`src/rtl/alu_slice_unit.sv`:
```
// alu_slice_unit
//   Registered WIDTH-bit ripple-carry ALU for the execute stage. The datapath
//   is a chain of 1-bit slices. It also holds a zero detector and a separate
//   4-to-16 one-hot decoder. Every output is registered, so there is one
//   cycle of latency and a new operation can be accepted on every clock.
//
// Ports
//   clk        rising-edge clock
//   reset      synchronous active-low reset; clears all registered state
//   in_valid   operands and opcode are valid this cycle
//   A, B       WIDTH-bit operands
//   cntrl      opcode
//                000 = B,   010 = A+B,   011 = A-B,
//                100 = A&B, 101 = A|B,   110 = A^B,
//                001 and 111 = 0
//   dec_sel    decoder select
//   dec_en     decoder enable
//   out_valid  registered in_valid
//   result     registered ALU result
//   negative   registered N flag
//   zero       registered Z flag
//   overflow   registered V flag
//   carry_out  registered C flag (for subtract: 1 = no borrow)
//   dec_out    registered one-hot decode of dec_sel, gated by dec_en
module alu_slice_unit #(
  parameter int WIDTH = 64
) (
  input  logic             clk,
  input  logic             reset,
  input  logic             in_valid,
  input  logic [WIDTH-1:0] A,
  input  logic [WIDTH-1:0] B,
  input  logic [2:0]       cntrl,
  input  logic [3:0]       dec_sel,
  input  logic             dec_en,
  output logic             out_valid,
  output logic [WIDTH-1:0] result,
  output logic             negative,
  output logic             zero,
  output logic             overflow,
  output logic             carry_out,
  output logic [15:0]      dec_out
);

  localparam int NIB = WIDTH / 4;

  // One-hot 4-to-16 decode; the output is all zero when en is low.
  function automatic logic [15:0] dec16(input logic [3:0] sel, input logic en);
    logic [15:0] o;
    o = 16'h0000;
    for (int k = 0; k < 16; k++) begin
      o[k] = en & (sel == 4'(k));
    end
    return o;
  endfunction

  // Per-slice result mux.
  function automatic logic slice_mux(input logic [2:0] op, input logic a,
                                     input logic b, input logic s);
    logic r;
    case (op)
      3'b000:         r = b;
      3'b010, 3'b011: r = s;
      3'b100:         r = a & b;
      3'b101:         r = a | b;
      3'b110:         r = a ^ b;
      default:        r = 1'b0;
    endcase
    return r;
  endfunction

  logic             sub_s;
  logic [WIDTH:0]   chain_s;   // chain_s[i] is the carry into slice i
  logic [WIDTH-1:0] res_s;
  logic [NIB-1:0]   nib_zero_s;

  logic             out_valid_q, out_valid_d;
  logic [WIDTH-1:0] result_q, result_d;
  logic             negative_q, negative_d;
  logic             zero_q, zero_d;
  logic             overflow_q, overflow_d;
  logic             carry_q, carry_d;
  logic [15:0]      dec_q, dec_d;

  assign sub_s      = (cntrl == 3'b011);
  assign chain_s[0] = sub_s;

  // The carry chain runs for every opcode, so C and V always reflect
  // A + (B ^ sub) + sub, even when the result mux selects a logic op.
  for (genvar i = 0; i < WIDTH; i++) begin : g_slice
    logic bb_s;
    logic sum_s;
    assign bb_s         = B[i] ^ sub_s;
    assign sum_s        = A[i] ^ bb_s ^ chain_s[i];
    assign chain_s[i+1] = (A[i] & bb_s) | (A[i] & chain_s[i]) | (bb_s & chain_s[i]);
    assign res_s[i]     = slice_mux(cntrl, A[i], B[i], sum_s);
  end

  // Zero detect reuses the decoder. With en tied high, a nibble is zero
  // exactly when only output 0 of its decode is set.
  for (genvar j = 0; j < NIB; j++) begin : g_zdet
    logic [15:0] nd_s;
    assign nd_s          = dec16(res_s[4*j +: 4], 1'b1);
    assign nib_zero_s[j] = nd_s[0] & ~|nd_s[15:1];
  end

  assign out_valid_d = in_valid;
  assign result_d    = res_s;
  assign negative_d  = res_s[WIDTH-1];
  assign zero_d      = &nib_zero_s;
  assign carry_d     = chain_s[WIDTH];
  assign overflow_d  = chain_s[WIDTH] ^ chain_s[WIDTH-1];
  assign dec_d       = dec16(dec_sel, dec_en);

  // Output register. Data loads every cycle whatever in_valid is;
  // reset clears every output.
  always_ff @(posedge clk) begin
    if (!reset) begin
      out_valid_q <= 1'b0;
      result_q    <= '0;
      negative_q  <= 1'b0;
      zero_q      <= 1'b0;
      overflow_q  <= 1'b0;
      carry_q     <= 1'b0;
      dec_q       <= 16'h0000;
    end else begin
      out_valid_q <= out_valid_d;
      result_q    <= result_d;
      negative_q  <= negative_d;
      zero_q      <= zero_d;
      overflow_q  <= overflow_d;
      carry_q     <= carry_d;
      dec_q       <= dec_d;
    end
  end

  assign out_valid = out_valid_q;
  assign result    = result_q;
  assign negative  = negative_q;
  assign zero      = zero_q;
  assign overflow  = overflow_q;
  assign carry_out = carry_q;
  assign dec_out   = dec_q;

endmodule

```
`config.mk`:
```
export PLATFORM = sky130hd
export DESIGN_NAME = alu_slice_unit
export DESIGN_NICKNAME = d
export VERILOG_FILES = /design/src/rtl/alu_slice_unit.sv
export SDC_FILE = /design/constraint.sdc
export NUM_CORES = 1
export LEC_CHECK = 0
export CORE_MARGIN = 2
export CORE_UTILIZATION = 45
export DETAILED_ROUTE_END_ITERATION = 10
export PLACE_DENSITY = 0.74
export SETUP_SLACK_MARGIN = 0.05
export SLEW_MARGIN = 0
export SYNTH_ARGS = -nofsm -noshare
export SYNTH_HDL_FRONTEND = slang
export SYNTH_SLANG_ARGS = --single-unit
export TNS_END_PERCENT = 10
```
`constraint.sdc`:
```
create_clock -name clk -period 67.4 [get_ports clk]
set_input_delay 13.48 -clock clk [delete_from_list [all_inputs] [get_ports clk]]
set_output_delay 13.48 -clock clk [all_outputs]
set_load 0.02 [all_outputs]
```
==> key figures, run 1 <==
Synthesis
  • Mapped Cells: 1015
  • Register area share after synthesis: 0.188
  • Largest area contributor in the netlist: dfxtp_1
  • #FFs+latches synth: 84
  • Mean Syn Cell Area: 8.79 sq um
  • Cell Area, Synth: 8920 sq um
  • Syn. warnings: 0
  • Top-area cell type share of the netlist area: 0.188
  • Syn nets: 1345
  • Synth async-reset ratio: 0
  • Post-synth EDFFs: 0
  • Synth area leaders: dfxtp_1, ha_1, fa_1
  • Top_reg_cell synth: dfxtp_1
  • Count of cell types in the netlist: 49

Detailed routing
  • Via density: 5.55
  • Total wire length: 28.5 mm
  • DRC violations left: 0
  • Routed Antenna Nets: 0
  • Wire per inst: 19.5 um
  • Vias: 8105
  • Initial DRC count: 679
  • Router iterations before antenna repair: 5

Worst setup path
  • Setup CP Type: in -> reg
  • Critical Path Start: cntrl[2]
  • Worst Path Arrival: 43.27 ns
  • Crit Path Max Fanout: 35
  • Crit. End Element: flop
  • Crit path capture: zero
  • CP peak stage delay: 0.50 ns
  • Critical-path top delay cell: nand2_4
  • WP data required: 67.67 ns
  • CP startpoint kind: primary input
  • Cell mode on critical path: fa_1

Final layout
  • Share of layout cells above drive strength 1: 0.0393
  • Share of the core filled with cells: 0.592
  • Most frequent cells in the layout: clkdlybuf4s50_1, inv_1, ha_1
  • Nets: 1521
  • Filler cell count: 1672
  • Commonest non-fill, non-tap cell in the layout: clkdlybuf4s50_1
  • Layout area overhead: 29.2%
  • Diode count: 0

Placement
  • Routability Congestion: 0.942
  • Pre-CTS WS: 24.09 ns
  • Post-DP HPWL: 21.2 mm
  • IO Port Bufs: 223

Global route
  • Pin count of the biggest net entering global routing: 80
  • GR peak layer: met2
  • Total GRT Usage: 0.268
  • Met3 Usage GRT: 0.0444
  • Vias in the first global route: 7702
  • GR Layer Usage met2: 0.439
  • Met1 Usage GRT: 0.370
  • Gr ovfl total: 0
  • Initial antenna violation count: 2
  • Wire length of the first global-routing pass: 42.8 mm

Clock tree
  • CTS Buf Count: 9
  • H-tree levels: 3
  • CTS sink cnt: 84
  • Root buf cell: clkbuf_16
  • Worst-path clk slew: 0.07 ns
  • Post-CTS Hold Buffers: 0
  • # Post-CTS Setup Buffers: 0
  • CTS tree: yes
  • Post-CTS sizing: 0
  • Clock Path Buffers: 2

Power
  • VDD IR max: 0.0101 mV
  • PD cells: 16.5 nW/um^2
  • Pleak: 4.99 nW

Die
  • Die width: 145 um
  • Initial Util: 0.458
  • Full die area: 21000 sq um
  • Placeable Area: 19500 sq um
  • # IOs: 224
  • Die Y: 145 um
  • # rows: 51

Timing
  • Fin crit share: 0.638
  • Slew headroom: 0.415
  • Hold Violations, Final: 0
  • Unrepaired setup endpoints after global routing: no
  • Final setup viols: 0
  • Minimum clock period: 43.00 ns
  • Worst setup margin: 24.40 ns
  • Measured slew at the worst slew-check pin: 0.874 ns
  • Slew Viols, Final: 0
  • Max frequency: 0.0233 GHz
  • Setup TNS: 0 ns

Status
  • Status: finished clean

Hold path
  • Hold Path Class: in -> reg
  • Worst hold path stage count: 2

Run
  • Max-cap viol count: 0
through the flow:
step	total power [mW]	instances	instance area, sq um	hold slack [ns]
global route	0.199	1461	11500	13.70
CTS	0.190	1461	11500	13.70
detailed placement	0.133	1445	11200	14.08
finish	0.190	1461	11500	13.70
global placement	0.132	1445	11200	14.07
floorplan	0.0996	1015	8920	13.56
state kept, by name (all words and copies together), names as in the netlist:
name / flops
dec_out: 16
overflow: 1
carry_out: 1
out_valid: 1
zero: 1
result: 64
power breakdown:
part	leakage, nW	total [mW]	switching (mW)	internal (mW)
Clock	0.159	0.0567	0.0236	0.0331
Sequential	0.694	0.0548	0.00127	0.0535
Combinational	4.14	0.0784	0.0427	0.0357
how the worst min path moves through the flow:
stage                       endpoint       start  slack, ns
after floorplan           dec_out[0]  dec_sel[2]      13.56
after global placement     out_valid    in_valid      14.07
after detailed placement   out_valid    in_valid      14.08
after CTS                  out_valid    in_valid      13.70
after global routing       out_valid    in_valid      13.70
final                      out_valid    in_valid      13.70
Yosys cell counts, drive strengths merged (20+ instances only):
cell type / n
clkbuf: 32
and2: 63
ha: 128
o21ai: 25
nor2b: 52
fa: 63
dfxtp: 84
inv: 143
a21oi: 83
buf: 36
xnor2: 63
o211ai: 27
a221oi: 45
nand2: 55
nor2: 20
kinds of logic after synthesis:
logic type	synth area share
compound gates	0.180
xor+xnor	0.0628
fa+ha+maj	0.321
buf+inv	0.102
flops	0.188
mux	0.00337
simple gates	0.143
metal layers:
| metal | vias up | wire length, um |
|---|---|---|
| met5 | - | 29 |
| met4 | 4 | 578 |
| met3 | 53 | 2770 |
| met2 | 453 | 13000 |
| met1 | 3841 | 12200 |
| li1 | 3754 | - |
critical path: cells and delay by family:
family,cells,cell delay [ns]
AND/OR/NAND/NOR,6,1.42
AO/OA/AOI/OAI,3,0.75
adder cells (fa/ha/maj),63,27.03
buffers and inverters,4,0.54
cell type report:
class,count,area [sq um],share of cell area
multi-input cells,720,6350,0.551
repair buffers,233,2290,0.199
flip-flops and latches,84,1680,0.146
inverters,143,537,0.0466
well taps,265,332,0.0288
clock buffers,9,225,0.0195
clock inverters,7,110,0.00955
Power figures use the tool's default switching activity.
==> inputs of run 2 (changes only) <==
==> constraint.sdc (replaced) <==
create_clock -name clk -period 39.6 [get_ports clk]
set_input_delay 7.92 -clock clk [delete_from_list [all_inputs] [get_ports clk]]
set_output_delay 7.92 -clock clk [all_outputs]
set_load 0.02 [all_outputs]
==> run 2 against run 1 <==
Net effect:
- design area is 0.23% lower
- non-clock buffer count is 1 higher
- wire length is 0.91% higher
- via count hardly changed
- global-route usage is 0.78 points higher
- core utilization is 0.14 points lower
- die area stayed put
- sequential share of layout area hardly changed
- critical endpoint unchanged
- largest power group unchanged
==> key figures, run 2 (same netlist as run 1, synthesis figures left out) <==
Final layout
  • Largest register FFs: 64
  • Filler cell count: 1686
  • Most frequent cells in the layout: clkdlybuf4s50_1, inv_1, ha_1
  • Commonest non-fill, non-tap cell in the layout: clkdlybuf4s50_1
  • Layout area overhead: 28.9%
  • Share of the core filled with cells: 0.591
  • Share of layout cells above drive strength 1: 0.0401
  • Nets: 1522
  • Fin cells: 1463

Power
  • Psw: 0.116 mW
  • VDD IR max: 0.0165 mV
  • Combinational share of power: 0.427
  • Pleak: 4.98 nW
  • Part of the power in registers: 0.299
  • Net Sw Frac: 0.371
  • Internal Power: 0.196 mW
  • Clock share of power: 0.274
  • PD cells: 27.1 nW/um^2

Timing
  • Slew headroom: 0.396
  • Slew Viols, Final: 0
  • Final setup viols: 0
  • Measured slew at the worst slew-check pin: 0.905 ns
  • Max frequency: 0.0267 GHz
  • Unrepaired setup endpoints after global routing: no
  • Minimum clock period: 37.49 ns
  • Fin crit share: 0.947
  • Setup TNS: 0 ns
  • Hold Violations, Final: 0

Die
  • Die width: 145 um
  • Initial Util: 0.458
  • Placeable Area: 19500 sq um
  • Full die area: 21000 sq um
  • # IOs: 224
  • # rows: 51
  • Die Y: 145 um

Clock tree
  • CTS tree: yes
  • Root buf cell: clkbuf_16
  • Clock Path Buffers: 2
  • CTS Buf Count: 9
  • Post-CTS sizing: 0
  • # Post-CTS Setup Buffers: 0
  • CTS sink cnt: 84
  • Worst-path clk slew: 0.07 ns
  • Post-CTS Hold Buffers: 0
  • H-tree levels: 3

Global route
  • Total GRT Usage: 0.276
  • Initial antenna violation count: 2
  • Wire length of the first global-routing pass: 43.8 mm
  • Pin count of the biggest net entering global routing: 88
  • Vias in the first global route: 7725
  • Gr ovfl total: 0

Worst setup path
  • Critical-path top delay cell: fa_1
  • Cell mode on critical path: fa_1
  • Top delay family on crit path: adder cells
  • CP peak stage delay: 0.52 ns
  • Crit. End Element: flop
  • Worst Path Arrival: 37.76 ns
  • Crit Path Max Fanout: 41
  • CP bufs+invs: 5
  • WP data required: 39.87 ns
  • CP startpoint kind: primary input
  • Setup CP Type: in -> reg

Detailed routing
  • Total wire length: 28.8 mm
  • Router iterations before antenna repair: 5
  • Vias: 8104
  • Initial DRC count: 707
  • Wire per inst: 19.7 um
  • DRC violations left: 0
  • Routed Antenna Nets: 0
  • Via density: 5.54

Status
  • Status: finished clean

Hold path
  • Hold Path Class: in -> reg

Placement
  • IO Port Bufs: 223
  • Placed cell count: 1446
  • Routability Congestion: 0.905
  • Post-DP HPWL: 21.4 mm

Run
  • Max-cap viol count: 0
run 2: cell count changes in the layout (fill, tap and decap cells not counted), sizes merged:
cell      before  now
bufinv         2    0
diode          0    1
clkinvlp       1    0
inv          144  147
buf           14   15
run 2: final timing paths:
check	cells past startpoint	slack, ns	end	start
worst max-delay path	77	2.11	zero	cntrl[2]
worst min-delay path	2	8.14	out_valid	in_valid
run 2: layout make-up:
cell class                 instances  area (sq um)  share of cell area
timing repair buffer             234          2300               0.200
inverter                         143           537              0.0467
sequential                        84          1680               0.146
clock inverter                     7          73.8             0.00642
antenna                            1          2.50            0.000218
clock buffer                       9           225              0.0196
tap                              265           332              0.0288
multi-input combinational        720          6350               0.552
run 2: metrics by stage:
stage / area [sq um] / hold WS (ns) / worst slack [ns] / power (mW)
detailed placement: 11200 / 8.51 / 1.74 / 0.226
global route: 11500 / 8.17 / 0.867 / 0.331
floorplan: 8920 / 8.00 / 3.68 / 0.170
CTS: 11500 / 8.14 / 2.02 / 0.313
global placement: 11200 / 8.51 / 2.26 / 0.224
finish: 11500 / 8.14 / 2.11 / 0.312
run 2: metal layers:
layer | vias up | wire length [um] | global-route usage
met2 | 463 | 12900 | 0.433
li1 | 3769 | - | -
met5 | - | 13 | 0
met1 | 3799 | 11800 | 0.369
met3 | 71 | 3270 | 0.0777
met4 | 2 | 869 | 0.0864
run 2: power groups by stage:
stage / clock network (mW) / registers (mW) / logic (mW)
2_1_floorplan: 0 / 0.103 / 0.0663
3_3_place_gp: 0 / 0.0953 / 0.129
3_5_place_dp: 0 / 0.0952 / 0.131
4_1_cts: 0.0877 / 0.0933 / 0.132
5_1_grt: 0.0909 / 0.0938 / 0.146
6_report: 0.0856 / 0.0933 / 0.133
==> inputs of run 3 (changes only) <==
--- a/config.mk
+++ b/config.mk
@@ -7,6 +7,7 @@
 export LEC_CHECK = 0
 export CORE_MARGIN = 2
 export CORE_UTILIZATION = 45
+export CTS_BUF_LIST = sky130_fd_sc_hd__clkbuf_4 sky130_fd_sc_hd__clkbuf_8 sky130_fd_sc_hd__clkbuf_16
 export DETAILED_ROUTE_END_ITERATION = 10
 export PLACE_DENSITY = 0.74
 export SETUP_SLACK_MARGIN = 0.05
==> results of run 3 <==
Final layout, timing and power as in run 2 (identical DEF).
